`src/rtl/step_scheduler.sv`:
```
// Tempo-driven four-voice step sequencer: phase-accumulator step clock plus per-voice patterns.
// Optional per-voice trigger mask is built when MUTE_SCHED_EN is defined (adds the mute port).
module step_scheduler #(
  parameter int unsigned CLK_HZ  = 50_000_000,
  parameter int unsigned STEPS   = 8,
  parameter int unsigned BPM_MIN = 40,
  localparam int IDX_W = (STEPS > 1) ? $clog2(STEPS) : 1
) (
  input  logic             clk,
  input  logic             reset,
  input  logic [7:0]       bpm,
  input  logic             ld_bpm,
  input  logic [1:0]       ins_sel,
  input  logic [STEPS-1:0] pattern,
  input  logic             ld_pattern,
  input  logic             play,
`ifdef MUTE_SCHED_EN
  input  logic [3:0]       mute,
`endif
  output logic [IDX_W-1:0] step_idx,
  output logic             step_tick,
  output logic [3:0]       ins_trig,
  output logic             playing
);

  localparam logic [31:0] LIMIT     = 32'(CLK_HZ * 60);
  localparam logic [7:0]  BPM_FLOOR = 8'(BPM_MIN);

  typedef enum logic [1:0] {IDLE, START, RUN} state_t;

  state_t           state;
  logic [STEPS-1:0] pat [4];
  logic [7:0]       tempo;
  logic [31:0]      acc;
  logic [31:0]      tempo_ext;
  logic             tick_due;
  logic [IDX_W-1:0] next_idx;
  logic [3:0]       hit_next;
  logic [3:0]       hit_zero;
  logic [3:0]       trig_mask;

  assign tempo_ext = {24'd0, tempo};
  // acc always stays below LIMIT, so comparing against LIMIT-tempo avoids a wider adder
  assign tick_due  = (acc >= (LIMIT - tempo_ext));
  assign next_idx  = step_idx + IDX_W'(1);

`ifdef MUTE_SCHED_EN
  assign trig_mask = ~mute;
`else
  assign trig_mask = 4'hF;
`endif

  always_comb begin
    hit_next = '0;
    hit_zero = '0;
    for (int i = 0; i < 4; i++) begin
      hit_next[i] = pat[i][next_idx];
      hit_zero[i] = pat[i][0];
    end
  end

  always_ff @(posedge clk) begin
    if (reset) begin
      state     <= IDLE;
      tempo     <= 8'd120;
      acc       <= '0;
      step_idx  <= '0;
      step_tick <= 1'b0;
      ins_trig  <= '0;
      playing   <= 1'b0;
      for (int i = 0; i < 4; i++) pat[i] <= '0;
    end else begin
      step_tick <= 1'b0;
      ins_trig  <= '0;
      // Loads land after this cycle's tick decision, so a same-cycle tick sees old values
      if (ld_bpm) tempo <= (bpm < BPM_FLOOR) ? BPM_FLOOR : bpm;
      if (ld_pattern) pat[ins_sel] <= pattern;
      case (state)
        IDLE: begin
          acc      <= '0;
          step_idx <= '0;
          playing  <= 1'b0;
          if (play) begin
            state     <= START;
            playing   <= 1'b1;
            step_tick <= 1'b1;
            ins_trig  <= hit_zero & trig_mask;
          end
        end
        START, RUN: begin
          if (state == RUN && !play) begin
            state    <= IDLE;
            acc      <= '0;
            step_idx <= '0;
            playing  <= 1'b0;
          end else begin
            state <= RUN;
            if (tick_due) begin
              acc       <= acc + tempo_ext - LIMIT;
              step_idx  <= next_idx;
              step_tick <= 1'b1;
              ins_trig  <= hit_next & trig_mask;
            end else begin
              acc <= acc + tempo_ext;
            end
          end
        end
        default: state <= IDLE;
      endcase
    end
  end

endmodule
```
`config.mk`:
```
export PLATFORM = sky130hd
export DESIGN_NAME = step_scheduler
export DESIGN_NICKNAME = d
export VERILOG_FILES = /design/src/rtl/step_scheduler.sv
export SDC_FILE = /design/constraint.sdc
export NUM_CORES = 1
export LEC_CHECK = 0
export CAP_MARGIN = 20
export CORE_ASPECT_RATIO = 1.25
export CORE_MARGIN = 10
export CORE_UTILIZATION = 55
export CTS_CLUSTER_DIAMETER = 120
export CTS_CLUSTER_SIZE = 12
export DETAILED_ROUTE_END_ITERATION = 8
export GPL_ROUTABILITY_DRIVEN = 0
export PLACE_DENSITY_LB_ADDON = 0.1
export SETUP_SLACK_MARGIN = 0.02
export SKIP_LAST_GASP = 1
export SLEW_MARGIN = 10
export SYNTH_ARGS = -nofsm -noshare
export SYNTH_HDL_FRONTEND = slang
export SYNTH_SLANG_ARGS = --single-unit
```
`constraint.sdc`:
```
create_clock -name clk -period 4.31 [get_ports clk]
set_input_delay 0.6465 -clock clk [delete_from_list [all_inputs] [get_ports clk]]
set_output_delay 0.6465 -clock clk [all_outputs]
set_load 0.02 [all_outputs]
```
==> impl_metrics.ini, run 1 <==
[timing]
rsz0062_at_grt = no
finalSetupViolCount = 0
fin_setup_tns_ps = 0
finalHoldViolations = 0
relSlewSlack = 0.4823
final_max_slew_viol_count = 0
tightest_slew_ps = 774.9
period_needed_ps = 3769
fmax_ghz = 0.2653
finalCritPeriodShare = 0.8745
finalClockSkew_ps = 8.224

[synthesis]
synth_edf_count = 32
yosys.area.top_type = dfxtp_1
synthesis.area_um2 = 5405
synthMostInstantiatedCell = nor2_1
syn-instance-count = 590
synth-main-ff-cell = dfxtp_1
async_flop_share = 0
ys_ff_latch = 83
avgSynthCellArea_um2 = 9.161
yosysTopAreaCellShare = 0.1889
synth_seq_area_share = 0.3667
synth_cell_types = 69
synth_area_leaders = dfxtp_1 19%, edfxtp_1 18%, ha_1 5.6%, xnor2_1 5.0%, nor2_1 4.2%
yosys_warnings = 0
syn-num-nets = 638
synth_commonest_cells = 61 x nor2_1, 51 x dfxtp_1, 36 x a21oi_1, 36 x and2_1, 33 x nand2_1

[power_and_ir_drop]
leakagePower_nw = 2.214
clkPwrFrac = 0.375
swShare = 0.2917
ir_drop_uv = 225.3
switchingPower_uw = 582.2
powerDensity_nw_per_um2 = 327.2
p_comb_frac = 0.180
p_seq_frac = 0.445
p_int_mw = 1.413
p_total_mw = 1.995

[cts]
htree_levels = 3
cts.path.max_buffers = 2
cts_tree = done
numCtsBuffers = 9
clkSinkCount = 83
clk_latency_ps = 350
cts-root-buf = clkbuf_16
holdBufCountCts = 0
clk_pin_slew_ps = 70

[placed_design]
dp_hpwl_um = 9358
io_buffer_count = 31
dp_cells = 727
place_area_um2 = 5808

[setup_path]
slowest_stage = nor4_1
cp.required_ps = 4520
start_kind = flip-flop
r2r_slack_ps = 540
reg2reg_depth = 15
critical_path_class = reg -> reg
crit_arrival_ps = 3980
rr_endpoint = acc[10]$_SDFFE_PP0P_
worst_setup_path_end_kind = flip-flop
critPathMaxFanout = 11
path_cells = nor3_1 -> nand2b_1 -> nor4_1 -> xor2_1 -> ha_1 -> a21o_1 -> a211oi_1 -> nand3_1 -> a31oi_1 -> o41a_2 -> mux2_2 -> a32oi_1 -> nor2_1 -> a21oi_1 -> nor2_1
r2r-start = tempo[2]$_SDFFE_PP0P_
crit_top_cell = nor2_1
slowest_delay_ps = 500

[hold_path]
hold_path_startpoint = step_idx[1]$_SDFFE_PP0P_
min_to = step_idx[1]$_SDFFE_PP0P_
worstHoldPathType = reg -> reg
worstHoldPathCells = 2

[drt]
drtIter0Drc = 229
first_pass_iters = 5
wl_per_cell_um = 17.00
drc = 0
routed_via_density = 6.012
ant_nets = 0
via_count = 4473
drt-total-wl_um = 12650

[die]
die_w_um = 108.7
die_area_um2 = 14220
initial_core_util = 0.5625
dieHeight_um = 130.8
rows = 40
num_io_pins = 32
core_um2 = 9609

[flow_run]
maxCapViolations = 0

[global_route]
grt_pass1_vias = 4515
grt_antenna_before_repair = 0
grt_use_total = 0.1857
grt_max_degree = 26
overflow = 0
grt_pass1_wl_um = 21420

[final_layout]
drive_gt1_frac = 0.09223
fin_cells = 744
fill_cells = 869
final_nets = 661
fin_area_um2 = 6098
multi_input_area_um2 = 3228
regArea_um2 = 1982
area_growth_pct = 12.82
fin_util = 0.6346
n_antenna_cell = 0

[outcome]
status = finished clean
-- registers in the layout, indices dropped and copies added (netlist names) --
register and count:
playing 1, ins_trig 4, tempo 8, acc 32, step_idx 3, state 2, step_tick 1, pat 32
-- logic make-up (layout without fill, tap and decap cells) --
family	after synthesis	after routing	synth area share
AO/OA/AOI/OAI	139	139	0.1792
XOR/XNOR	48	48	0.07778
adder cells (fa/ha/maj)	25	25	0.05926
buffers and inverters	49	77	0.03634
flip-flops	83	83	0.3667
multiplexers	17	17	0.05116
AND/OR/NAND/NOR	229	229	0.2296
-- worst max-delay path, delay by kind of cell (launching register included) --
family / cells / cell delay (ps)
compound gates: 6 / 1310
xor+xnor: 1 / 140
fa+ha+maj: 1 / 330
flops: 1 / 370
mux: 1 / 380
simple gates: 6 / 1120
-- how the worst max path moves through the flow --
| stage | start | endpoint | slack, ps |
|---|---|---|---|
| after CTS | tempo[2]$_SDFFE_PP0P_ | acc[10]$_SDFFE_PP0P_ | 360 |
| after global routing | tempo[2]$_SDFFE_PP0P_ | acc[10]$_SDFFE_PP0P_ | 220 |
| after floorplan | tempo[0]$_SDFFE_PP0P_ | acc[29]$_SDFFE_PP0P_ | 1030 |
| final | tempo[2]$_SDFFE_PP0P_ | acc[10]$_SDFFE_PP0P_ | 540 |
| after global placement | tempo[2]$_SDFFE_PP0P_ | acc[10]$_SDFFE_PP0P_ | 360 |
| after detailed placement | tempo[2]$_SDFFE_PP0P_ | acc[10]$_SDFFE_PP0P_ | 390 |
-- through the flow --
step | setup WS (ps) | hold WS [ps]
floorplan | 1027 | 472.9
global placement | 362.5 | 485.3
detailed placement | 386.2 | 488.4
CTS | 358.5 | 498.1
global route | 219.6 | 526.2
finish | 541.0 | 497.5
-- power by group through the flow --
stage          clock network (mW)  registers [mW]  logic, mW
3_3_place_gp                    0           0.904      0.348
4_1_cts                     0.756           0.889      0.360
2_1_floorplan                   0           0.903      0.245
6_report                    0.747           0.888      0.360
3_5_place_dp                    0           0.906      0.357
5_1_grt                     0.794           0.894      0.402
-- final cells by class --
type,count,share of cell area
multi-input combinational,458,0.5293
sequential,83,0.3250
timing repair buffer,38,0.05950
clock buffer,9,0.03693
tap,126,0.02585
inverter,23,0.01416
clock inverter,7,0.009233
-- layer usage --
metal | track usage | vias up | routed length, um
met3 | 0.03871 | 23 | 435
met1 | 0.2117 | 2147 | 5425
met4 | 0.07071 | 0 | 248
met2 | 0.3318 | 95 | 6540
met5 | 0 | - | 0
li1 | - | 2208 | -
-- cell usage in the layout, fill, tap and decap left out, types with 5 or more instances in the layout --
master           instances
nor2_1                  61
mux2_2                   5
nand3b_1                 5
o21ai_0                 22
xor2_1                  17
inv_1                   22
edfxtp_1                32
nand2b_1                10
and4_1                   6
a211oi_1                 6
nor4_1                   8
nor3_1                  15
nand3_1                 15
or3_1                    6
nor2b_1                  7
a32oi_1                  5
mux4_2                   8
o22ai_1                  7
dfxtp_1                 51
nand2_1                 33
and2_1                  36
a21oi_1                 36
xnor2_1                 31
a21o_1                  10
buf_4                    7
a22oi_1                 11
nand4_1                  8
ha_1                    24
a22o_1                   6
clkbuf_16                9
clkdlybuf4s50_1         31
-- what timing repair did --
action,4_1_cts,5_1_grt
gates resized for setup,0,1
setup buffers,0,0
endpoints found under the setup margin,0,1
Power figures use the tool's default switching activity.
==> inputs of run 2 (changes only) <==
--- a/config.mk
+++ b/config.mk
@@ -7,7 +7,6 @@
 export LEC_CHECK = 0
 export CAP_MARGIN = 20
 export CORE_ASPECT_RATIO = 1.25
-export CORE_MARGIN = 10
 export CORE_UTILIZATION = 55
 export CTS_CLUSTER_DIAMETER = 120
 export CTS_CLUSTER_SIZE = 12
==> run 2 against run 1 <==
Net effect: routed wire length fell by 4.0%; global-route usage rose by 6.1 points; non-clock buffer count grew 1; sequential cell count did not move; cell count increased by 0.13%; die area decreased by 28%; via count shrank 0.18%; combinational power about the same; clock-buffer cell count unchanged; critical path type unchanged; sequential share of layout area shrank 0.19 points; worst hold slack better by 16 ps.
==> impl_metrics.ini, run 2 (synthesized netlist as in run 1, its figures left out) <==
[timing]
relSlewSlack = 0.4244
finalHoldViolations = 0
fmax_ghz = 0.2608
hold_ws_ps = 513.5
finalCritPeriodShare = 0.8896
finalSetupViolCount = 0
period_needed_ps = 3834
rsz0062_at_grt = no
fin_setup_tns_ps = 0
finalClockSkew_ps = 6.167
final_max_slew_viol_count = 0
tightest_slew_ps = 863.4

[drt]
ant_nets = 0
first_pass_iters = 5
routed_via_density = 5.993
drtIter0Drc = 206
drc = 0
wl_per_cell_um = 16.30
drt-total-wl_um = 12140
via_count = 4465

[die]
initial_core_util = 0.5654
die_area_um2 = 10230
num_io_pins = 32
die_w_um = 90.67
core_um2 = 9559
rows = 40
dieHeight_um = 112.8

[final_layout]
fin_cells = 745
layout_common_cells = 61 x nor2_1, 51 x dfxtp_1, 36 x a21oi_1, 36 x and2_1, 33 x nand2_1
top_regs = acc (32), pat (32), tempo (8)
layout_commonest_cell = nor2_1
final_nets = 662
n_antenna_cell = 0
drive_gt1_frac = 0.09370
area_growth_pct = 13.47

[setup_path]
crit_top_cell = nor2_1
reg2reg_depth = 15
critical_path_class = reg -> reg
path_buf_inv = 0
cpLargestDelayFamily = compound AO/OA/AOI/OAI gates
slowest_stage = nor4_1
crit_cells = 15
start_kind = flip-flop
crit_arrival_ps = 4060
critPathMaxFanout = 11
worst_setup_path_end_kind = flip-flop
cp.required_ps = 4530
slowest_delay_ps = 460
path_cells = nor3_1 -> nand2b_1 -> nor4_1 -> xor2_1 -> ha_1 -> a21o_1 -> a211oi_1 -> nand3_1 -> a31oi_1 -> o41a_2 -> mux2_2 -> a32oi_1 -> nor2_1 -> a21oi_1 -> nor2_1

[hold_path]
worstHoldPathType = reg -> reg
worstHoldPathCells = 2

[outcome]
status = finished clean

[power_and_ir_drop]
switchingPower_uw = 578.0
powerDensity_nw_per_um2 = 335.1
p_seq_frac = 0.432
swShare = 0.2812
p_comb_frac = 0.175
p_total_mw = 2.055
leakagePower_nw = 2.230
p_int_mw = 1.477
clkPwrFrac = 0.393
ir_drop_uv = 183.4

[global_route]
grt_use_total = 0.2470
grt_antenna_before_repair = 0
grt_pass1_vias = 4348
grt_pass1_wl_um = 20110
overflow = 0
grt_max_degree = 26

[placed_design]
dp_hpwl_um = 8897
io_buffer_count = 31
dp_cells = 728

[cts]
clk_latency_ps = 340
postCtsSetupBuffers = 0
cts-root-buf = clkbuf_16
clkSinkCount = 83
htree_levels = 3
numCtsBuffers = 9
cts_tree = done
cts.path.max_buffers = 2
clk_pin_slew_ps = 70

[flow_run]
maxCapViolations = 0
[run 2: cell count changes in the layout (fill, tap and decap cells not counted)]
cell	before	now
inv_6	4	3
bufinv_16	0	1
buf_4	7	8
inv_8	0	1
clkinv_2	1	0
[run 2: layer usage]
layer / wire length [um] / track usage / up-vias
met1: 5080 / 0.2757 / 2135
li1: - / - / 2199
met2: 6400 / 0.4576 / 106
met5: 0 / 0 / -
met3: 383 / 0.03898 / 25
met4: 278 / 0.1140 / 0
[run 2: metrics by stage]
step,setup slack (ps),area [um^2],utilization
global route,223.5,6133,0.6416
finish,476.0,6133,0.6416
detailed placement,368.4,5816,0.6084
floorplan,1027,5405,-
global placement,342.9,5816,0.6084
CTS,301.1,6125,0.6407
[run 2: power groups by stage]
stage	combinational, mW	sequential, mW	clock (mW)
2_1_floorplan	0.245	0.903	0
3_3_place_gp	0.350	0.904	0
3_5_place_dp	0.357	0.906	0
6_report	0.360	0.888	0.807
4_1_cts	0.359	0.889	0.823
5_1_grt	0.395	0.894	0.851
[run 2: final timing paths]
path / start / slack (ps) / to
worst max-delay path: tempo[2]$_SDFFE_PP0P_ / 480 / acc[10]$_SDFFE_PP0P_
worst min-delay path: step_idx[1]$_SDFFE_PP0P_ / 510 / step_idx[1]$_SDFFE_PP0P_
worst max register to register: tempo[2]$_SDFFE_PP0P_ / 480 / acc[10]$_SDFFE_PP0P_
worst min register to register: step_idx[1]$_SDFFE_PP0P_ / 510 / step_idx[1]$_SDFFE_PP0P_
[run 2: tightest hold or removal path: cells and delay by family (launching register included)]
family,cells,cell delay [ps]
AOI/OAI and AO/OA,1,50
DFF,1,350
and+or+nand+nor,1,70
[run 2: what timing repair did]
| item | 4_1_cts | 5_1_grt |
|---|---|---|
| resized for setup | 0 | 1 |
| endpoints found under the hold margin | 0 | 0 |
| setup endpoints to repair | 0 | 1 |
| hold buffers | 0 | 0 |
[run 2: cell type report]
class / instances / area, um^2
clock buffer: 9 / 225.2
clock inverter: 7 / 83.83
fill: 796 / 3426
inverter: 23 / 86.33
multi-input combinational: 458 / 3228
sequential: 83 / 1982
tap: 126 / 157.7
timing repair buffer: 39 / 370.4
